===== config.mk =====
export PLATFORM = sky130hd
export DESIGN_NAME = uart_rx_ctrl
export DESIGN_NICKNAME = d
export VERILOG_FILES = /design/src/rtl/uart_rx_ctrl.sv
export SDC_FILE = /design/constraint.sdc
export NUM_CORES = 1
export LEC_CHECK = 0
export ABC_AREA = 1
export ABC_CLOCK_PERIOD_IN_PS = 4900
export BUFFER_PORTS_ARGS = -buffer_cell sky130_fd_sc_hd__buf_4
export CORE_MARGIN = 3
export CORE_UTILIZATION = 55
export DETAILED_ROUTE_END_ITERATION = 16
export PLACE_DENSITY = 0.78
export SYNTH_ARGS = -nofsm -noshare
export SYNTH_HDL_FRONTEND = slang
export SYNTH_SLANG_ARGS = --single-unit

===== constraint.sdc =====
create_clock -name clk -period 4.9 [get_ports clk]
set_input_delay 0.49 -clock clk [delete_from_list [all_inputs] [get_ports clk]]
set_output_delay 0.49 -clock clk [all_outputs]
set_load 0.01 [all_outputs]

===== src/rtl/uart_rx_ctrl.sv =====
// UART RX sequencer: frame detection, oversample edge/bit counting, sub-block enables.
// Latency: enables and data_valid are registered; data_valid arrives (2+DATA_WIDTH+par_en)*P cycles after the falling edge.
module uart_rx_ctrl #(
    parameter int DATA_WIDTH = 8,
    parameter int PRESCALE_W = 6
) (
    input  logic                  clk,
    input  logic                  rst_n,
    input  logic                  rx_in,
    input  logic                  par_en,
    input  logic [PRESCALE_W-1:0] prescale,
    input  logic                  start_glitch,
    input  logic                  par_err,
    input  logic                  stp_err,
    output logic [PRESCALE_W-1:0] edge_cnt,
    output logic [3:0]            bit_cnt,
    output logic                  dat_samp_en,
    output logic                  deser_en,
    output logic                  strt_chk_en,
    output logic                  par_chk_en,
    output logic                  stp_chk_en,
    output logic                  data_valid
);

    typedef enum logic [2:0] {IDLE, START, DATA, PARITY, STOP} state_t;

    localparam logic [PRESCALE_W-1:0] ONE      = {{(PRESCALE_W-1){1'b0}}, 1'b1};
    localparam logic [3:0]            LAST_BIT = 4'(DATA_WIDTH - 1);

    state_t                state_q, state_d;
    logic [PRESCALE_W-1:0] edge_q, edge_d;
    logic [3:0]            bit_q, bit_d;
    logic [PRESCALE_W-1:0] p_q, p_d;
    logic                  par_q, par_d;
    logic [PRESCALE_W-1:0] last_q;
    logic [PRESCALE_W-1:0] chk_d;
    logic                  samp_d, deser_d, strt_d, parc_d, stpc_d, dv_d;
    logic                  samp_q, deser_q, strt_q, parc_q, stpc_q, dv_q;

    assign last_q = p_q - ONE;
    // Check point sits one edge after the 3-sample majority window around P/2.
    assign chk_d  = (p_d >> 1) + ONE + ONE;

    always_comb begin
        state_d = state_q;
        edge_d  = edge_q;
        bit_d   = bit_q;
        p_d     = p_q;
        par_d   = par_q;
        dv_d    = 1'b0;
        if (state_q == IDLE) begin
            edge_d = '0;
            bit_d  = '0;
            if (!rx_in) begin
                // The detection cycle is edge 0 of the start bit.
                state_d = START;
                edge_d  = ONE;
                p_d     = prescale;
                par_d   = par_en;
            end
        end else if (edge_q == last_q) begin
            edge_d = '0;
            case (state_q)
                START:   state_d = start_glitch ? IDLE : DATA;
                DATA: begin
                    if (bit_q == LAST_BIT) begin
                        bit_d   = '0;
                        state_d = par_q ? PARITY : STOP;
                    end else begin
                        bit_d = bit_q + 4'd1;
                    end
                end
                PARITY:  state_d = par_err ? IDLE : STOP;
                STOP: begin
                    state_d = IDLE;
                    dv_d    = !stp_err;
                end
                default: state_d = IDLE;
            endcase
        end else begin
            edge_d = edge_q + ONE;
        end

        samp_d  = (state_d != IDLE);
        strt_d  = (state_d == START)  && (edge_d == chk_d);
        deser_d = (state_d == DATA)   && (edge_d == chk_d);
        parc_d  = (state_d == PARITY) && (edge_d == chk_d);
        stpc_d  = (state_d == STOP)   && (edge_d == chk_d);
    end

    always_ff @(posedge clk or negedge rst_n) begin
        if (!rst_n) begin
            state_q <= IDLE;
            edge_q  <= '0;
            bit_q   <= '0;
            p_q     <= '0;
            par_q   <= 1'b0;
            samp_q  <= 1'b0;
            deser_q <= 1'b0;
            strt_q  <= 1'b0;
            parc_q  <= 1'b0;
            stpc_q  <= 1'b0;
            dv_q    <= 1'b0;
        end else begin
            state_q <= state_d;
            edge_q  <= edge_d;
            bit_q   <= bit_d;
            p_q     <= p_d;
            par_q   <= par_d;
            samp_q  <= samp_d;
            deser_q <= deser_d;
            strt_q  <= strt_d;
            parc_q  <= parc_d;
            stpc_q  <= stpc_d;
            dv_q    <= dv_d;
        end
    end

    assign edge_cnt    = edge_q;
    assign bit_cnt     = bit_q;
    assign dat_samp_en = samp_q;
    assign deser_en    = deser_q;
    assign strt_chk_en = strt_q;
    assign par_chk_en  = parc_q;
    assign stp_chk_en  = stpc_q;
    assign data_valid  = dv_q;

endmodule


==> results by group, run 1 <==
Finish
  – Diode count: 0
  – Leading cell type in the layout, fill and taps excluded: nand2_1
  – NumNets Final: 287
  – Layout cells sized above 1: 0.2007
  – Finished Cell Area: 1958 sq um
  – Most frequent cells in the layout: 82 x nand2_1, 42 x inv_1, 28 x buf_4
  – Layout area overhead: 16.01%

Min path
  – Type of the worst min-delay path: in -> async

Clock tree
  – Num CTS Buffers: 3
  – Later-pin clock latency in the skew report: 0.33 ns
  – H-tree levels: 1
  – # clock sinks: 26
  – Root Buffer: clkbuf_4
  – Postcts setup bufs: 0
  – # hold bufs at CTS: 0
  – Clk buf depth: 2
  – CTS resizes: 0
  – Clock transition at the registers of the reported paths: 0.14 ns
  – TritonCTS clock tree: yes

Routing
  – Via density: 5.057
  – First-pass DRT Iterations: 4
  – DR DRC count: 0
  – Wirelength, routed: 3452 microns
  – Post-route ant nets: 0
  – Initial drt markers: 52
  – Routed len/inst: 11.51 microns
  – Routed vias: 1517

Synth
  – Seq cells post-synth: 26
  – Average size of a mapped cell: 7.062 sq um
  – Cells after Synth: 239
  – Count of different cell masters after synthesis: 26
  – Warnings, synthesis: 0
  – Sequential element share of the synthesized area: 0.3855
  – Synthesized area: 1688 sq um
  – Syn nets: 256

Critical path
  – Crit end category: flop
  – Arrival @ worst endpoint: 2.55 ns
  – CP Class: reg -> reg
  – Worst path required time: 5.17 ns
  – Startpoint types: flop
  – Critical Path Fanout Max: 14

Floorplanning
  – Initial Utilization: 0.5966
  – Chip height: 61.40 microns
  – Core Region: 2829 sq um
  – Die ar.: 3769 sq um
  – Rows: 19
  – Count of boundary I/O pins: 29
  – Die width: 61.40 microns

STA
  – Layout Skew: 0.004811 ns
  – Fin. Hold Viols: 0
  – Fmax: 0.4379 GHz
  – Final Critical Period: 2.284 ns
  – Fin crit share: 0.4660
  – Setup TNS: 0 ns
  – Setup violations, final: 0
  – Final WS setup: 2.616 ns
  – Pins Over Slew Limit: 0
  – Hold slack: 0.03279 ns
  – RSZ-0062 raised after global routing: no
  – Tightest Pin Transition: 0.3187 ns
  – Rel. slew slack: 0.7859

Placement
  – DP Worst Slack: 2.625 ns
  – Dpl cell area: 1922 sq um
  – IO Port Bufs: 28
  – Routability Congestion: 0.8562
  – Dpl hpwl: 2737 microns

GRT
  – First-pass GRT wire length: 5920 microns
  – Total track usage: 0.2127
  – Largest net degree at the start of global routing: 27
  – Vias in the first global route: 1379
  – Initial antenna violation count: 0
  – Gr ovfl total: 0

Outcome
  – Status: complete, no violations

Power and ir drop
  – Power Dens Cells: 173.4 nW/um^2
  – Leak: 0.001148 uW
  – Worst vdd ir: 156.6 uV

Run
  – Max-cap violations: 0
[layer usage]
metal,vias to the layer above,track usage,share of wire
met1,685,0.2808,0.47
met3,7,0.03145,0.034
met2,26,0.3565,0.48
li1,799,-,-
met4,0,0.07576,0.016
met5,-,0,0
[critical path, cell delays in order, from the launching register on]
cell     delay (ns)
dfrtp_1        0.40
inv_1          0.17
ha_1           0.27
inv_1          0.07
nand2_1        0.06
nand3_1        0.07
nand2_1        0.07
nand2_1        0.06
nor2_2         0.14
nand3_4        0.19
inv_2          0.19
nand3_1        0.10
o21ai_2        0.10
nand2_1        0.08
inv_1          0.07
nand2_1        0.05
nor2_1         0.11
[Yosys cell counts (all sizes together)]
master | number | area share
ha | 4 | 0.030
nand3 | 23 | 0.087
inv | 45 | 0.10
nor3 | 3 | 0.0089
nor2 | 19 | 0.054
nand3b | 2 | 0.0089
or2 | 1 | 0.0037
clkbuf | 1 | 0.0022
nand4 | 7 | 0.026
o21ai | 10 | 0.034
buf | 1 | 0.0067
xnor2 | 3 | 0.020
dfrtp | 26 | 0.39
xor2 | 3 | 0.016
o41ai | 1 | 0.0052
a21oi | 4 | 0.012
nand2 | 86 | 0.20
[cells by family (layout without fill, tap and decap cells)]
kind of cell | after synthesis | count (layout) | synth area share
AOI/OAI and AO/OA | 15 | 15 | 0.05115
buffers and inverters | 47 | 77 | 0.1090
adders and majority gates | 4 | 4 | 0.02965
xor gates and xnor gates | 6 | 6 | 0.03559
and+or+nand+nor | 141 | 141 | 0.3892
DFF | 26 | 26 | 0.3855
[layout make-up]
class	count	area, sq um
clock buffers	4	36.28
fillers	246	870.8
inverters	45	168.9
multi-input cells	166	853.3
flip-flops and latches	26	650.6
well taps	31	38.79
repair buffers	28	210.2
[flip-flops by register name, indices dropped and copies added, names as in the netlist]
| register | flops |
|---|---|
| bit_cnt | 4 |
| dat_samp_en | 1 |
| data_valid | 1 |
| deser_en | 1 |
| edge_cnt | 6 |
| p_q | 6 |
| par_chk_en | 1 |
| par_q | 1 |
| state_q | 3 |
| stp_chk_en | 1 |
| strt_chk_en | 1 |
[through the flow]
| step | utilization | power, uW | instances |
|---|---|---|---|
| 2_1_floorplan | - | 221.1 | 239 |
| 3_3_place_gp | 0.6793 | 233.2 | 296 |
| 3_5_place_dp | 0.6793 | 233.4 | 296 |
| 4_1_cts | 0.6922 | 343.0 | 300 |
| 5_1_grt | 0.6922 | 349.2 | 300 |
| 6_report | 0.6922 | 339.5 | 300 |
[final timing paths]
path                                        startpoint                endpoint  slack [ns]  depth (start not counted)
worst max-delay path                p_q[0]$_DFFE_PN0P_      deser_en$_DFF_PN0_        2.62                         16
max in group asynchronous                        rst_n        p_q[2]$_DFF_PN0_        4.61                          1
worst min register to register  bit_cnt[3]$_DFFE_PN0P_  bit_cnt[3]$_DFFE_PN0P_        0.60                          2
worst min-delay path                             rst_n   edge_cnt[3]$_DFF_PN0_        0.03                          1
min in group clk                               stp_err    data_valid$_DFF_PN0_        0.30                          2
worst max register to register      p_q[0]$_DFFE_PN0P_      deser_en$_DFF_PN0_        2.62                         16
[where the power goes]
group | switching (uW) | internal (uW) | total (uW)
clock | 65.0 | 45.6 | 111
combinational | 7.28 | 7.06 | 14.3
sequential | 0 | 215 | 215
(Power assumes the default switching activity.)
==> run 2, diff against run 1 <==
- ABC_CLOCK_PERIOD_IN_PS: 4900 -> 1950
- CORE_UTILIZATION: 55 -> 50
- PLACE_DENSITY: 0.78 -> 0.75
- clock period: 4.9 -> 1.95 ns (I/O delays scaled with it)
==> results by group, run 2 (synthesis gave the netlist of run 1 again) <==
Outcome
  – Status: complete, but fails checks
  – Violated checks: negative setup slack

Routing
  – First-pass DRT Iterations: 4
  – Routed vias: 1660
  – Routed len/inst: 11.70 microns
  – Initial drt markers: 60
  – Via density: 4.955
  – DR DRC count: 0
  – Wirelength, routed: 3920 microns
  – Post-route ant nets: 0

Floorplanning
  – Rows: 20
  – Core Region: 3128 sq um
  – Count of boundary I/O pins: 29
  – Initial Utilization: 0.5396
  – Chip height: 64.10 microns
  – Die ar.: 4109 sq um
  – Die width: 64.10 microns

Placement
  – Dpl cell area: 2036 sq um
  – IO Port Bufs: 28
  – Dpl hpwl: 2837 microns
  – Placed cells: 322
  – Routability Congestion: 0.8339

GRT
  – Vias in the first global route: 1491
  – Gr ovfl total: 0
  – First-pass GRT wire length: 6458 microns
  – Initial antenna violation count: 0
  – Largest net degree at the start of global routing: 27
  – Total track usage: 0.1953

Clock tree
  – Clk buf depth: 2
  – Num CTS Buffers: 3
  – H-tree levels: 1
  – Later-pin clock latency in the skew report: 0.33 ns
  – # clock sinks: 26
  – TritonCTS clock tree: yes
  – Clock transition at the registers of the reported paths: 0.15 ns
  – Root Buffer: clkbuf_4

Critical path
  – Worst Reg-to-Reg Cells: 17
  – R2R setup slack: -0.09 ns
  – Critical Path Fanout Max: 7
  – Arrival @ worst endpoint: 2.31 ns
  – Origin of the worst setup path: p_q[1]$_DFF_PN0_
  – CP Class: reg -> reg
  – Startpoint types: flop
  – Worst Setup EP: strt_chk_en$_DFF_PN0_
  – Critical register-to-register path startpoint: p_q[1]$_DFF_PN0_
  – R2r endpoint: strt_chk_en$_DFF_PN0_
  – Worst path required time: 2.22 ns
  – Crit end category: flop

Finish
  – Layout cells sized above 1: 0.3024
  – Most frequent cells in the layout: 77 x nand2_1, 44 x buf_4, 39 x inv_1
  – Diode count: 0
  – Leading cell type in the layout, fill and taps excluded: nand2_1
  – Layout area overhead: 34.69%
  – Fin cells: 335
  – Finished Cell Area: 2273 sq um
  – NumNets Final: 309

Run
  – Max-cap violations: 0

STA
  – Hold slack: 0.06652 ns
  – Layout Skew: 0.003861 ns
  – Tightest Pin Transition: 0.3344 ns
  – Fin crit share: 1.044
  – Fin. Hold Viols: 0
  – Fmax: 0.4911 GHz
  – Pins Over Slew Limit: 0
  – Final Critical Period: 2.036 ns
  – Rel. slew slack: 0.7747
  – Final WS setup: -0.08610 ns
  – RSZ-0062 raised after global routing: yes
  – Setup violations, final: 5

Power and ir drop
  – Power Dens Cells: 420.1 nW/um^2
  – Worst vdd ir: 323.5 uV
  – Leak: 0.001284 uW

Min path
  – Type of the worst min-delay path: in -> reg
  – WHS Path Cells: 3
-- run 2: layer usage --
layer / GRT usage / up-vias / part of all wire
li1: - / 848 / -
met3: 0.02285 / 8 / 0.040
met5: 0 / - / 0
met4: 0.05541 / 0 / 0.018
met1: 0.2665 / 766 / 0.45
met2: 0.3265 / 38 / 0.49
-- run 2: how the worst min path moves through the flow --
| stage | from | end | slack (ns) |
|---|---|---|---|
| floorplan | rst_n | bit_cnt[0]$_DFFE_PN0P_ | -0.10 |
| global placement | rst_n | dat_samp_en$_DFF_PN0_ | 0.12 |
| detailed placement | rst_n | dat_samp_en$_DFF_PN0_ | 0.12 |
| CTS | stp_err | data_valid$_DFF_PN0_ | 0.005 |
| global route | prescale[0] | p_q[0]$_DFFE_PN0P_ | 0.07 |
| finish | prescale[0] | p_q[0]$_DFFE_PN0P_ | 0.07 |
-- run 2: timing repair --
item,4_1_cts,5_1_grt
setup endpoints to repair,9,9
setup buffers,4,3
hold buffers,1,1
resized for setup,11,19
endpoints found under the hold margin,26,1
pin swaps,5,6
-- run 2: where the power goes --
| part | internal, uW | total (uW) | switching (uW) |
|---|---|---|---|
| registers | 539 | 539 | 0 |
| clock network | 208 | 377 | 169 |
| logic | 20.3 | 38.7 | 18.4 |
-- run 2: final cells by class --
cell class / instances / area [sq um]
Multi-Input combinational cell: 166 / 934.6
Fill cell: 264 / 854.6
Sequential cell: 26 / 650.6
Timing Repair Buffer: 50 / 404.1
Inverter: 45 / 176.4
Tap cell: 44 / 55.05
Clock inverter: 1 / 30.03
Clock buffer: 3 / 22.52
-- run 2: metrics by stage --
step	setup TNS, ns	worst slack (ns)	utilization	total power [uW]
3_5_place_dp	-0.3616	-0.08221	0.6508	585.7
6_report	-0.3401	-0.08610	0.7268	955.0
4_1_cts	-0.1626	-0.04955	0.6908	961.2
3_3_place_gp	-0.02837	-0.01180	0.6508	585.7
5_1_grt	-1.851	-0.3159	0.7268	1002
2_1_floorplan	0	0.08726	-	555.6
-- run 2: critical path, stage by stage (launching register included) --
cell     delay (ns)
dfrtp_1        0.39
inv_2          0.06
ha_4           0.26
inv_2          0.03
nand2_2        0.06
nand2_2        0.04
nor2_1         0.09
nand2_1        0.07
nor2_2         0.12
nand3_4        0.14
buf_6          0.17
nand3_2        0.06
nand2_1        0.05
nand2_1        0.06
nand2_1        0.06
nor2_2         0.13
nand2_2        0.09
nor2_1         0.10
==> run 3, diff against run 2 <==
- ABC_AREA: 1 -> default
==> results by group, run 3 <==
Power and ir drop
  – Seq pwr share: 0.193
  – Logic pwr share: 0.750
  – Power share of the clock group: 0.057
  – Worst vdd ir: 1249 uV
  – Internal power: 2738 uW
  – Switching share of total power: 0.4438
  – Leak: 0.001206 uW
  – Net Sw Power: 2185 uW
  – Power Dens Cells: 1860 nW/um^2

Critical path
  – Arrival @ worst endpoint: 3.11 ns
  – CP max stage delay: 0.50 ns
  – Worst Reg-to-Reg Cells: 10
  – Critical Path Fanout Max: 5
  – Critical Path, Cell by Cell: nor4_4 -> mux2i_1 -> inv_1 -> ha_4 -> nand3_2 -> mux2i_2 -> or4_4 -> a2111oi_4 -> o211ai_2 -> nor4_2
  – CP Class: reg -> reg
  – Buffer and inverter count on the worst path: 1
  – Crit end category: flop
  – Worst path slowest cell: or4_4
  – Startpoint types: flop
  – CP top delay family: simple AND/OR/NAND/NOR gates
  – Crit path depth: 10
  – Worst path required time: 2.19 ns

Routing
  – Via density: 5.652
  – Wirelength, routed: 5593 microns
  – Routed len/inst: 18.34 microns
  – DR DRC count: 0
  – First-pass DRT Iterations: 5
  – Initial drt markers: 141
  – Routed vias: 1724
  – Post-route ant nets: 0

Synth
  – Ys async rst share: 1.000
  – Most frequent cell after synthesis: dfrtp_1
  – Cells taking the most area after synthesis: dfrtp_1 40%, xor2_1 5.4%, nand2_1 3.9%, mux2i_1 3.7%, nand3_1 3.4%
  – Seq cells post-synth: 26
  – Synthesized area: 1632 sq um
  – Sequential element share of the synthesized area: 0.3988
  – EDFF count, synth: 0
  – Post-synth top cells: 26 x dfrtp_1, 17 x nand2_1, 11 x nand3_1, 11 x nor2_1
  – Cell taking the most area after synthesis: dfrtp_1
  – Average size of a mapped cell: 9.323 sq um
  – Top_reg_cell synth: dfrtp_1
  – Syn nets: 192
  – Yosys top cell area share: 0.3988
  – Cells after Synth: 175
  – Count of different cell masters after synthesis: 47
  – Warnings, synthesis: 0

Finish
  – Leading cell type in the layout, fill and taps excluded: buf_4
  – Most frequent cells in the layout: 79 x buf_4, 26 x dfrtp_1, 14 x nand2_1
  – FILL cells: 158
  – Layout cells sized above 1: 0.5402
  – Fin cells: 305
  – Diode count: 0
  – Layout area overhead: 62.19%
  – NumNets Final: 279

Clock tree
  – Later-pin clock latency in the skew report: 0.33 ns
  – Clock transition at the registers of the reported paths: 0.15 ns
  – Clk buf depth: 2
  – Root Buffer: clkbuf_4
  – H-tree levels: 1
  – TritonCTS clock tree: yes
  – Num CTS Buffers: 3
  – # clock sinks: 26

Placement
  – IO Port Bufs: 28
  – Routability Congestion: 0.9108
  – Placed cells: 293
  – Dpl hpwl: 3562 microns

STA
  – Fin crit share: 1.474
  – Pins Over Slew Limit: 0
  – RSZ-0062 raised after global routing: yes
  – Fmax: 0.3480 GHz
  – Layout Skew: 0.01092 ns
  – Rel. slew slack: 0.7173
  – Setup TNS: -5.124 ns
  – Fin. Hold Viols: 0
  – Setup violations, final: 12
  – Final WS setup: -0.9234 ns
  – Final Critical Period: 2.873 ns
  – Tightest Pin Transition: 0.4241 ns

GRT
  – First-pass GRT wire length: 8059 microns
  – Total track usage: 0.2591
  – Largest net degree at the start of global routing: 27
  – Vias in the first global route: 1784
  – Gr ovfl total: 0
  – Initial antenna violation count: 0

Outcome
  – Violated checks: negative setup slack
  – Status: complete, but fails checks

Floorplanning
  – Chip height: 63.13 microns
  – Die width: 63.13 microns
  – Rows: 20
  – Count of boundary I/O pins: 29
  – Initial Utilization: 0.5301
  – Core Region: 3078 sq um
  – Die ar.: 3985 sq um

Min path
  – Type of the worst min-delay path: in -> reg
  – WHS Path Cells: 3

Run
  – Max-cap violations: 0
run 3: power by group through the flow:
stage          clock network [uW]  registers (uW)  logic [uW]
2_1_floorplan                   0             953        1460
3_3_place_gp                    0             907        2690
3_5_place_dp                    0             920        2770
4_1_cts                       282             909        3090
5_1_grt                       306             969        3930
6_report                      282             948        3690
run 3: final timing paths:
check / startpoint / endpoint / slack [ns]
max: state_q[1]$_DFF_PN0_ / stp_chk_en$_DFF_PN0_ / -0.92
min: par_en / par_q$_DFFE_PN0P_ / 0.05
max reg2reg: state_q[1]$_DFF_PN0_ / stp_chk_en$_DFF_PN0_ / -0.92
min reg2reg: par_q$_DFFE_PN0P_ / par_q$_DFFE_PN0P_ / 0.58
max in group asynchronous: rst_n / p_q[0]$_DFFE_PN0P_ / 1.39
min in group asynchronous: rst_n / bit_cnt[1]$_DFFE_PN0P_ / 0.29
run 3: cell families after synthesis:
group	share of synthesized area
buf+inv	0.05598
xor+xnor	0.08589
flops	0.3988
mux	0.04371
simple gates	0.2454
compound gates	0.1396
fa+ha+maj	0.03068
run 3: cell type report:
cell class              count  area [sq um]  area share
flip-flops and latches     26         650.6      0.2459
clock buffers               4         36.28     0.01371
well taps                  44         55.05     0.02080
multi-input cells         131          1147      0.4336
inverters                  10         37.54     0.01418
repair buffers             90         719.4      0.2719
run 3: tightest hold or removal path: cells and delay by family:
| kind | cells | cell delay, ns |
|---|---|---|
| AND/OR/NAND/NOR | 2 | 0.09 |
| buffers and inverters | 1 | 0.08 |
run 3: layer usage:
| layer | global-route usage | part of all wire | wire [microns] |
|---|---|---|---|
| met2 | 0.4598 | 0.51 | 2866 |
| met1 | 0.3280 | 0.42 | 2362 |
| met3 | 0.02674 | 0.051 | 286 |
| met5 | 0 | 0 | 0 |
| met4 | 0.08540 | 0.014 | 77 |
run 3: repair_timing:
action | in CTS | in global routing
resized for setup | 24 | 34
gates cloned | 0 | 0
hold buffers | 1 | 0
pin swaps | 11 | 21
buffers inserted | 4 | 6
setup endpoints to repair | 19 | 19
endpoints found under the hold margin | 26 | 0
run 3: through the flow:
stage / util / cell area (sq um) / setup slack (ns) / hold WS, ns / total power, uW
floorplan: - / 1679 / -1.071 / -0.1006 / 2408
global placement: 0.7398 / 2277 / -0.7914 / 0.1171 / 3597
detailed placement: 0.7398 / 2277 / -0.9873 / 0.1264 / 3685
CTS: 0.7955 / 2449 / -0.8675 / 0.05191 / 4276
global route: 0.8598 / 2646 / -1.034 / 0.04897 / 5209
finish: 0.8598 / 2646 / -0.9234 / 0.05414 / 4922
